### src/rtl/cache_refill_ctrl.sv
// cache_refill_ctrl: refills one 4-word cache line over a 32-bit beat bus,
// writing back a dirty victim first.
module cache_refill_ctrl #(
  parameter int ADDR_W = 32,
  parameter int LINE_WORDS = 4
) (
  input  logic                       clk,
  input  logic                       reset,
  input  logic                       miss_req,
  input  logic [ADDR_W-1:0]          miss_addr,
  input  logic                       wb_dirty,
  input  logic [ADDR_W-1:0]          wb_addr,
  input  logic [32*LINE_WORDS-1:0]   wb_line,
  output logic                       miss_busy,
  output logic                       fill_valid,
  output logic [ADDR_W-1:0]          fill_addr,
  output logic [32*LINE_WORDS-1:0]   fill_line,
  output logic                       mem_req,
  output logic                       mem_we,
  output logic [ADDR_W-1:0]          mem_addr,
  output logic [31:0]                mem_wdata,
  input  logic                       mem_ack,
  input  logic [31:0]                mem_rdata,
  output logic [15:0]                refill_count
);
  typedef enum logic [1:0] {IDLE, WB, FETCH, DONE} state_e;
  state_e state_q, state_d;
  logic [1:0] beat_q, beat_d;
  // Only line indices are stored, so every beat address stays inside its line.
  logic [ADDR_W-5:0] miss_base_q, miss_base_d, wb_base_q, wb_base_d, fill_base_q, fill_base_d;
  logic [32*LINE_WORDS-1:0] wb_line_q, wb_line_d, fill_line_q, fill_line_d;
  logic [15:0] refill_count_q, refill_count_d;
  always_ff @(posedge clk)
    if (!reset) begin
      state_q        <= IDLE;
      beat_q         <= '0;
      miss_base_q    <= '0;
      wb_base_q      <= '0;
      fill_base_q    <= '0;
      wb_line_q      <= '0;
      fill_line_q    <= '0;
      refill_count_q <= '0;
    end else begin
      state_q        <= state_d;
      beat_q         <= beat_d;
      miss_base_q    <= miss_base_d;
      wb_base_q      <= wb_base_d;
      fill_base_q    <= fill_base_d;
      wb_line_q      <= wb_line_d;
      fill_line_q    <= fill_line_d;
      refill_count_q <= refill_count_d;
    end
  always_comb begin
    state_d        = state_q;
    beat_d         = beat_q;
    miss_base_d    = miss_base_q;
    wb_base_d      = wb_base_q;
    fill_base_d    = fill_base_q;
    wb_line_d      = wb_line_q;
    fill_line_d    = fill_line_q;
    refill_count_d = refill_count_q;
    case (state_q)
      IDLE: if (miss_req) begin
        state_d     = wb_dirty ? WB : FETCH;
        beat_d      = '0;
        miss_base_d = miss_addr[ADDR_W-1:4];
        wb_base_d   = wb_addr[ADDR_W-1:4];
        wb_line_d   = wb_line;
      end
      WB: if (mem_ack) begin
        beat_d  = beat_q + 2'd1;
        state_d = beat_q == 2'd3 ? FETCH : WB;
      end
      FETCH: begin
        fill_base_d = miss_base_q;
        if (mem_ack) begin
          fill_line_d[{beat_q, 5'd0} +: 32] = mem_rdata;
          beat_d  = beat_q + 2'd1;
          state_d = beat_q == 2'd3 ? DONE : FETCH;
        end
      end
      DONE: begin
        state_d        = IDLE;
        refill_count_d = refill_count_q + {15'd0, ~&refill_count_q};
      end
    endcase
  end
  always_comb begin
    miss_busy  = state_q != IDLE;
    mem_req    = state_q == WB || state_q == FETCH;
    mem_we     = state_q == WB;
    fill_valid = state_q == DONE;
    mem_addr   = state_q == WB ? {wb_base_q, beat_q, 2'b00} :
                 state_q == FETCH ? {miss_base_q, beat_q, 2'b00} : '0;
    mem_wdata  = state_q == WB ? wb_line_q[{beat_q, 5'd0} +: 32] : '0;
  end
  assign fill_addr    = {fill_base_q, 4'h0};
  assign fill_line    = fill_line_q;
  assign refill_count = refill_count_q;
endmodule

### config.mk
export PLATFORM = sky130hd
export DESIGN_NAME = cache_refill_ctrl
export DESIGN_NICKNAME = d
export VERILOG_FILES = /design/src/rtl/cache_refill_ctrl.sv
export SDC_FILE = /design/constraint.sdc
export NUM_CORES = 1
export LEC_CHECK = 0
export CAP_MARGIN = 20
export CELL_PAD_IN_SITES_DETAIL_PLACEMENT = 0
export CELL_PAD_IN_SITES_GLOBAL_PLACEMENT = 1
export CORE_ASPECT_RATIO = 0.5
export CORE_MARGIN = 2
export CORE_UTILIZATION = 30
export CTS_CLUSTER_SIZE = 14
export DETAILED_ROUTE_END_ITERATION = 6
export HOLD_SLACK_MARGIN = 0.06
export PLACE_DENSITY = 0.8
export SYNTH_ARGS = -nofsm -noshare
export SYNTH_HDL_FRONTEND = slang
export SYNTH_SLANG_ARGS = --single-unit
### constraint.sdc
create_clock -name clk -period 2.1 [get_ports clk]
set_input_delay 0.42 -clock clk [delete_from_list [all_inputs] [get_ports clk]]
set_output_delay 0.42 -clock clk [all_outputs]
set_load 0.01 [all_outputs]
* After elaboration in Yosys (flattened, before gate mapping)
Index checks and enable logic that the tools add are counted.
Storage, ports and cells: register bits after elaboration 360, logic and storage cells 47
Cells by class: add/sub/neg operators 3, equal/unequal tests 8, shift operators 3, multiplexer cells 14, reduce and logical (&&, ||, !) cells 11
Operators with widths (count):
- $bwmux W128 | 1
- $shift A32 B9 Y128 const A | 1
- $shiftx A128 B8 Y32 | 1
- $shiftx A32 B9 Y128 | 1
- $mux W32 | 3
- $add A16 B1 Y16 | 1
- $reduce_and A16 Y1 | 1
- $mux W2 | 7
- $neg A7 Y9 | 1
- $pmux W2 S4 | 1
- $eq A2 B2 Y1 const B | 3
- $reduce_and A3 Y1 | 2
- $ne A2 B1 Y1 const B | 2
- $ne A2 B2 Y1 const B | 2
- $pmux W2 S2 | 1
- $reduce_and A2 Y1 | 2
- $reduce_bool A2 Y1 | 2
- $add A2 B1 Y2 const B | 1
- $eq A2 B1 Y1 const B | 1
- $logic_not A2 Y1 | 1
- $reduce_or A2 Y1 | 1
- $logic_not A1 Y1 | 1
- $logic_or A1 B1 Y1 | 1
- $mux W1 | 1

* Depth between registers and ports, before layout
Gate-level depths: netlist of the first run.
word-level depth 4, depth in mapped cells 11

* Least setup slack after synthesis of the first run
No wires, ideal clock.
kind reg-to-reg, from register beat_q[1], to register fill_line_q[66] (netlist: fill_line[66]), setup time 65 ps, arrival time 2019 ps, data required time 2035 ps, setup slack 15 ps, cell stages (with the launch flop) 10, path buffers 3, clock period less this slack 2085 ps, cells stage by stage dfxtp_1 clkbuf_1 buf_2 inv_1 ha_1 nand2_1 nor4_2 buf_2 a22oi_1 nor2_1
Between the ends: cells in the longest elaborated chain, start to end 3, elaborated cells on any way between the ends 4, classes of those cells 1 x add/sub; 2 x shift; 1 x mux
Ends and longest elaborated chain:
- start, declared | line 28 | logic [1:0] beat_q, beat_d;
- start signal, assigned | line 45 | beat_q <= beat_d;
- $neg A7 Y9 * | line 77 | fill_line_d[{beat_q, 5'd0} +: 32] = mem_rdata;
- $shiftx A32 B9 Y128 or $shift A32 B9 Y128 (tied branches) | line 77
- $bwmux W128 * | line 77
- end signal, assigned | line 50 | fill_line_q <= fill_line_d;
- end, declared | line 31 | logic [32*LINE_WORDS-1:0] wb_line_q, wb_line_d, fill_line_q, fill_line_d;
Every way passes the cells marked *; elsewhere a longest branch is shown, timed or not. A chain may end at the register's enable or synchronous reset.

* Worst setup path in the final report of the first run
from register beat_q[0], to output port mem_wdata[30]
Between the ends: cells in the longest elaborated chain, start to end 2
Ends and longest elaborated chain:
- $shiftx A128 B8 Y32 | line 95 | mem_wdata = state_q == WB ? wb_line_q[{beat_q, 5'd0} +: 32] : '0;
- $mux W32 | line 95
- end, declared | line 21 | output logic [31:0] mem_wdata,
No other way between the ends.

==> results of run 1 <==
## worst max path at each step
stage	start	endpoint	slack, ns	cells past startpoint
after floorplan	beat_q[1]	fill_line[66]	0.02	9
final	beat_q[0]	mem_wdata[30]	-0.34	6
after global routing	beat_q[0]	mem_wdata[30]	-0.40	6
after detailed placement	beat_q[0]	mem_wdata[30]	-0.10	4
after CTS	beat_q[0]	mem_wdata[30]	-0.37	6
after global placement	beat_q[0]	mem_wdata[30]	-0.09	4
## report_power, final
part	internal, mW	switching [mW]	leakage (nW)
clock	3.46	2.74	0.540
combinational	3.23	3.12	5.19
sequential	7.49	0.372	2.93
total	14.2	6.24	8.66
## logic make-up after synthesis
logic type                 Yosys count  synth area share, %
and+or+nand+nor                    682                20.33
AOI/OAI and AO/OA                  385                16.23
DFF                                360                51.58
buffers and inverters              146                4.576
muxes                               35                5.372
adders and majority gates           14                1.254
xor gates and xnor gates            10               0.6268
other                                1              0.02684
## flip-flops by register name (all words and copies together), names as in the netlist
name and count:
state_q 2, miss_base_q 28, refill_count 16, wb_line_q 128
fill_line 128, beat_q 2, wb_base_q 28, fill_base_q 28
## cells in the final DEF, fill, tap and decap left out, types with 10 or more instances in the layout
| master | n |
|---|---|
| clkdlybuf4s50_1 | 392 |
| o21ai_2 | 22 |
| buf_4 | 80 |
| nand2b_1 | 32 |
| a22oi_2 | 55 |
| nand2_4 | 26 |
| nor2_1 | 143 |
| clkbuf_1 | 10 |
| buf_6 | 57 |
| nand2_2 | 12 |
| mux4_2 | 32 |
| buf_12 | 45 |
| a22oi_1 | 75 |
| buf_2 | 26 |
| and2_4 | 30 |
| a21oi_1 | 216 |
| clkbuf_16 | 41 |
| dfxtp_1 | 352 |
| nand2_1 | 401 |
## what timing repair did
action	CTS	global route
resized for setup	455	161
pin swaps	52	77
setup buffers	31	26
gates cloned	17	7
endpoints found under the setup margin	83	173
## per-stage QoR
stage	std cells	hold slack [ns]	instance area, µm²	utilization [%]
finish	2817	0.4373	22820	50.09
global route	2816	0.4342	22820	50.08
CTS	2792	0.4103	22030	48.35
detailed placement	2683	0.4435	19940	43.77
global placement	2683	0.4400	19940	43.77
floorplan	1638	0.4331	13990	-
## critical path: stages, from the launching register on
cell     delay, ns
dfxtp_4       0.38
buf_12        0.14
buf_16        0.13
buf_6         0.09
mux4_2        0.48
and2_4        0.15
buf_6         0.12
## area by class of cell
class / count / area share [%]
sequential: 360 / 31.64
multi-input combinational: 1132 / 30.50
timing repair buffer: 623 / 29.35
clock buffer: 54 / 4.595
tap: 627 / 3.438
clock inverter: 8 / 0.2632
inverter: 8 / 0.1645
antenna: 5 / 0.05483
## layer usage
metal | vias to the layer above | routed length [µm] | GRT usage [%]
met5 | - | 0 | 0
met4 | 0 | 1585 | 7.374
met3 | 89 | 1908 | 2.668
met2 | 299 | 27120 | 36.12
met1 | 6466 | 20750 | 23.26
li1 | 6568 | - | -
==> run metrics, run 1 <==
drt first pass iters 5; Worst Slack Setup Final -0.3360 ns; H-tree Lvls 2; vias post-DR 13,422; clk sinks 360; part of the Yosys area used for sequential elements 51.58%; Ys Warns 0; GPL Wtd Cong 0.8167; remaining antenna violation count 0; Max-cap violations 0; Worst setup EP type output port; Area Growth Syn to Fin 63.30%; io pins 473; PortBufs 458; Die X 309.2 µm; Post-synth ARST share 0%; R2R Setup Slk -0.09 ns; multi-input logic area 0.006959 mm²; CTS tree done; top-area cell type share of the netlist area 51.58%; clock-pin slew on the worst setup and hold paths 0.06 ns; DIE HEIGHT 156.6 µm; worst-path fanout max 5; RSZ-0062 raised after global routing yes; Avg Cell Area, Syn 8.557 µm²; Final HPWL DP 33,070 µm; Sequential Area 0.007219 mm²; crit path time final 2.436 ns; Power Density 894.8 mW/mm²; RR Startpoint state_q[1]; fin crit share 116.0%; count of different cell masters after synthesis 38; latest clock arrival within the worst-skew pair 0.53 ns; fin nets 2,403; endpoints failing setup 118; cell count after synthesis 1,633; startpoint types flip-flop; Starting Density 30.67%; mapped cell area 0.01397 mm²; drt drc 0; vias in the first global route 12,897; top post-synthesis cells by area dfxtp_1 52%, nand2_1 12%, a21oi_1 7.7%; status finished, violations left; final global-route overflow total 0; skew final 0.02644 ns; Synth Flop Type dfxtp_1; maximum clock insertion buffer count 3; Total Wirelength 51,370 µm; Total Power 20.42 mW; f_max 410.5 MHz; biggest area consumer among synthesized cells dfxtp_1; most numerous cell in the Yosys netlist nand2_1; initial antenna violation count 4; #FFs+latches synth 360; hold_buf cts 0; Tot GR Track Use 19.63%; Pins Over Slew Limit 0; first-pass GRT wire length 74,440 µm; Arr. time, crit path 2.02 ns; reg-to-reg endpoint fill_line[114]; leak pwr 8.663 nW; Hold Crit Depth 3; largest net degree at the start of global routing 68; Synth top cells by count 438 x nand2_1, 360 x dfxtp_1, 216 x a21oi_1, 147 x nor2_1, 130 x a22oi_1; number of fill cells 4,291; failing checks setup timing; WS Path Type flip-flop to output port; DR WL/cell 18.23 µm; CP required 1.68 ns; Place WS -0.1010 ns; TritonCTS Buffers 35; Hold Path Sink wb_line_q[72]; core area 0.04556 mm²; initial DRC count 861; VDD IR max 0.0004808 V; number of synthesized flops with an enable pin 0; HP Start wb_line[72]; TNS Setup -13.12 ns; min-delay worst type input port to flip-flop; Fin. Hold Viols 0; Die ar. 0.04842 mm²; Worst R2R Path Depth 12; Via-to-Cell Ratio 4.765; root buffer cell clkbuf_16; layout cell share with drive strength beyond 1 22.61%; row count 55
Power figures use the tool's default switching activity.
==> inputs of run 2 (changes only) <==
- RECOVER_POWER: unset -> 25
==> run 2 against run 1 <==
  * The flow still finishes with violations (setup timing)
  * Cell count did not move
  * Sequential power barely moved
  * Clock skew barely moved
  * Critical path type unchanged
  * Fmax barely moved
  * Critical path depth did not move
  * Non-clock buffer count did not move
  * Register-to-register slack got worse by 0.21 ns
  * Largest power group unchanged
  * Die area did not move
  * Flip-flop and latch count did not move
  * Via count barely moved
  * Routed wire length fell by 0.14%
==> run metrics, run 2 (synthesized netlist as in run 1, its figures left out) <==
status finished, violations left; failing checks setup timing; max incr delay on CP 0.48 ns; utilization after layout 49.88%; Most common cell on crit path buf_6; Worst slew margin 64.75%; DR WL/cell 18.21 µm; remaining antenna violation count 0; Area Growth Syn to Fin 62.61%; CP delay by family, top buffers and inverters; Total Power 20.27 mW; Starting Density 30.67%; GPL Wtd Cong 0.8167; clk sinks 360; layout cell share with drive strength beyond 1 21.97%; Worst Slack Setup Final -0.3345 ns; worst-path fanout max 5; Arr. time, crit path 2.01 ns; initial DRC count 876; hold_buf cts 0; Pins Over Slew Limit 0; Place WS -0.1010 ns; WP buf/inv 4; Tot GR Track Use 19.63%; RSZ-0062 raised after global routing yes; CTS tree done; fin crit share 115.9%; Die ar. 0.04842 mm²; Power Density 892.1 mW/mm²; crit path time final 2.434 ns; largest net degree at the start of global routing 68; row count 55; drt first pass iters 4; PortBufs 458; core area 0.04556 mm²; VDD IR max 0.0004803 V; leak pwr 8.614 nW; min-delay worst type input port to flip-flop; clock-pin slew on the worst setup and hold paths 0.06 ns; skew final 0.02605 ns; Final HPWL DP 33,070 µm; WS Path Type flip-flop to output port; latest clock arrival within the worst-skew pair 0.53 ns; final hold slack 0.4381 ns; fin nets 2,403; endpoints failing setup 192; CP max stage cell mux4_2; DIE HEIGHT 156.6 µm; Die X 309.2 µm; CP required 1.68 ns; f_max 410.8 MHz; io pins 473; number of fill cells 4,310; maximum clock insertion buffer count 3; Worst Tran Pin Value 0.5287 ns; vias post-DR 13,421; Worst setup EP type output port; Max-cap violations 0; initial antenna violation count 4; most frequent cells in the layout 401 x nand2_1, 390 x clkdlybuf4s50_1, 354 x dfxtp_1, 216 x a21oi_1, 144 x nor2_1; root buffer cell clkbuf_16; startpoint types flip-flop; H-tree Lvls 2; final global-route overflow total 0; vias in the first global route 12,897; Fin. Hold Viols 0; first-pass GRT wire length 74,440 µm; TritonCTS Buffers 35; crit path cell chain buf_12, buf_16, buf_6, mux4_2, and2_4, buf_6; drt drc 0; commonest non-fill, non-tap cell in the layout nand2_1; Via-to-Cell Ratio 4.764; Total Wirelength 51,290 µm
==> run 2: cell count changes in the layout (fill, tap and decap cells not counted), sizes merged <==
cell,delta
buf,-10
clkbuf,+10
bufbuf,-2
clkdlybuf4s25,+2
clkdlybuf4s50,-2
dlygate4sd3,+2
==> run 2: area by class of cell <==
type / count / area, µm² / area share, %
multi-input cells: 1132 / 6942 / 30.55
clock buffers: 54 / 1049 / 4.615
well taps: 627 / 784.5 / 3.453
inverters: 8 / 37.54 / 0.1652
diodes: 5 / 12.51 / 0.05507
flip-flops and latches: 360 / 7217 / 31.76
clock inverters: 8 / 60.06 / 0.2643
repair buffers: 623 / 6620 / 29.14
==> run 2: worst paths after layout <==
check	start	slack, ns	cells past startpoint	endpoint
max	beat_q[0]	-0.33	6	mem_wdata[30]
min	wb_line[72]	0.44	3	wb_line_q[72]
max reg2reg	state_q[1]	-0.30	12	fill_line[114]
min reg2reg	wb_line_q[99]	0.45	2	wb_line_q[99]
==> run 2: through the flow <==
| stage | instance area (µm²) | instances | TNS [ns] |
|---|---|---|---|
| 5_1_grt | 22720 | 2816 | -55.74 |
| 3_3_place_gp | 19940 | 2683 | -1.604 |
| 2_1_floorplan | 13990 | 1638 | 0 |
| 6_report | 22720 | 2817 | -36.75 |
| 4_1_cts | 22030 | 2792 | -13.61 |
| 3_5_place_dp | 19940 | 2683 | -1.690 |
==> run 2: repair_timing <==
action	in CTS	in global routing
endpoints found under the setup margin	83	173
setup buffers	31	26
resized for setup	455	161
cloned	17	7
pin swaps	52	77
==> run 2: layer usage <==
layer,routed length [µm],GRT usage (%),vias to the layer above
met5,0,0,-
met3,1909,2.668,83
met4,1530,7.374,0
met1,20650,23.26,6477
li1,-,-,6569
met2,27200,36.12,292
==> run 2: where the power goes <==
part | switching [mW] | internal [mW] | total, mW
clock network | 2.74 | 3.46 | 6.20
logic | 3.12 | 3.10 | 6.21
registers | 0.371 | 7.49 | 7.86
==> run 2: worst reg2reg max path, stage by stage (launching register included) <==
cell and delay [ns]:
dfxtp_1 0.35, buf_6 0.12, ha_4 0.26, clkdlybuf4s25_1 0.33
buf_6 0.10, buf_6 0.08, buf_12 0.10, nand4b_1 0.19
nor3b_4 0.29, buf_12 0.17, clkbuf_16 0.18, a22oi_2 0.06
nor2_1 0.11
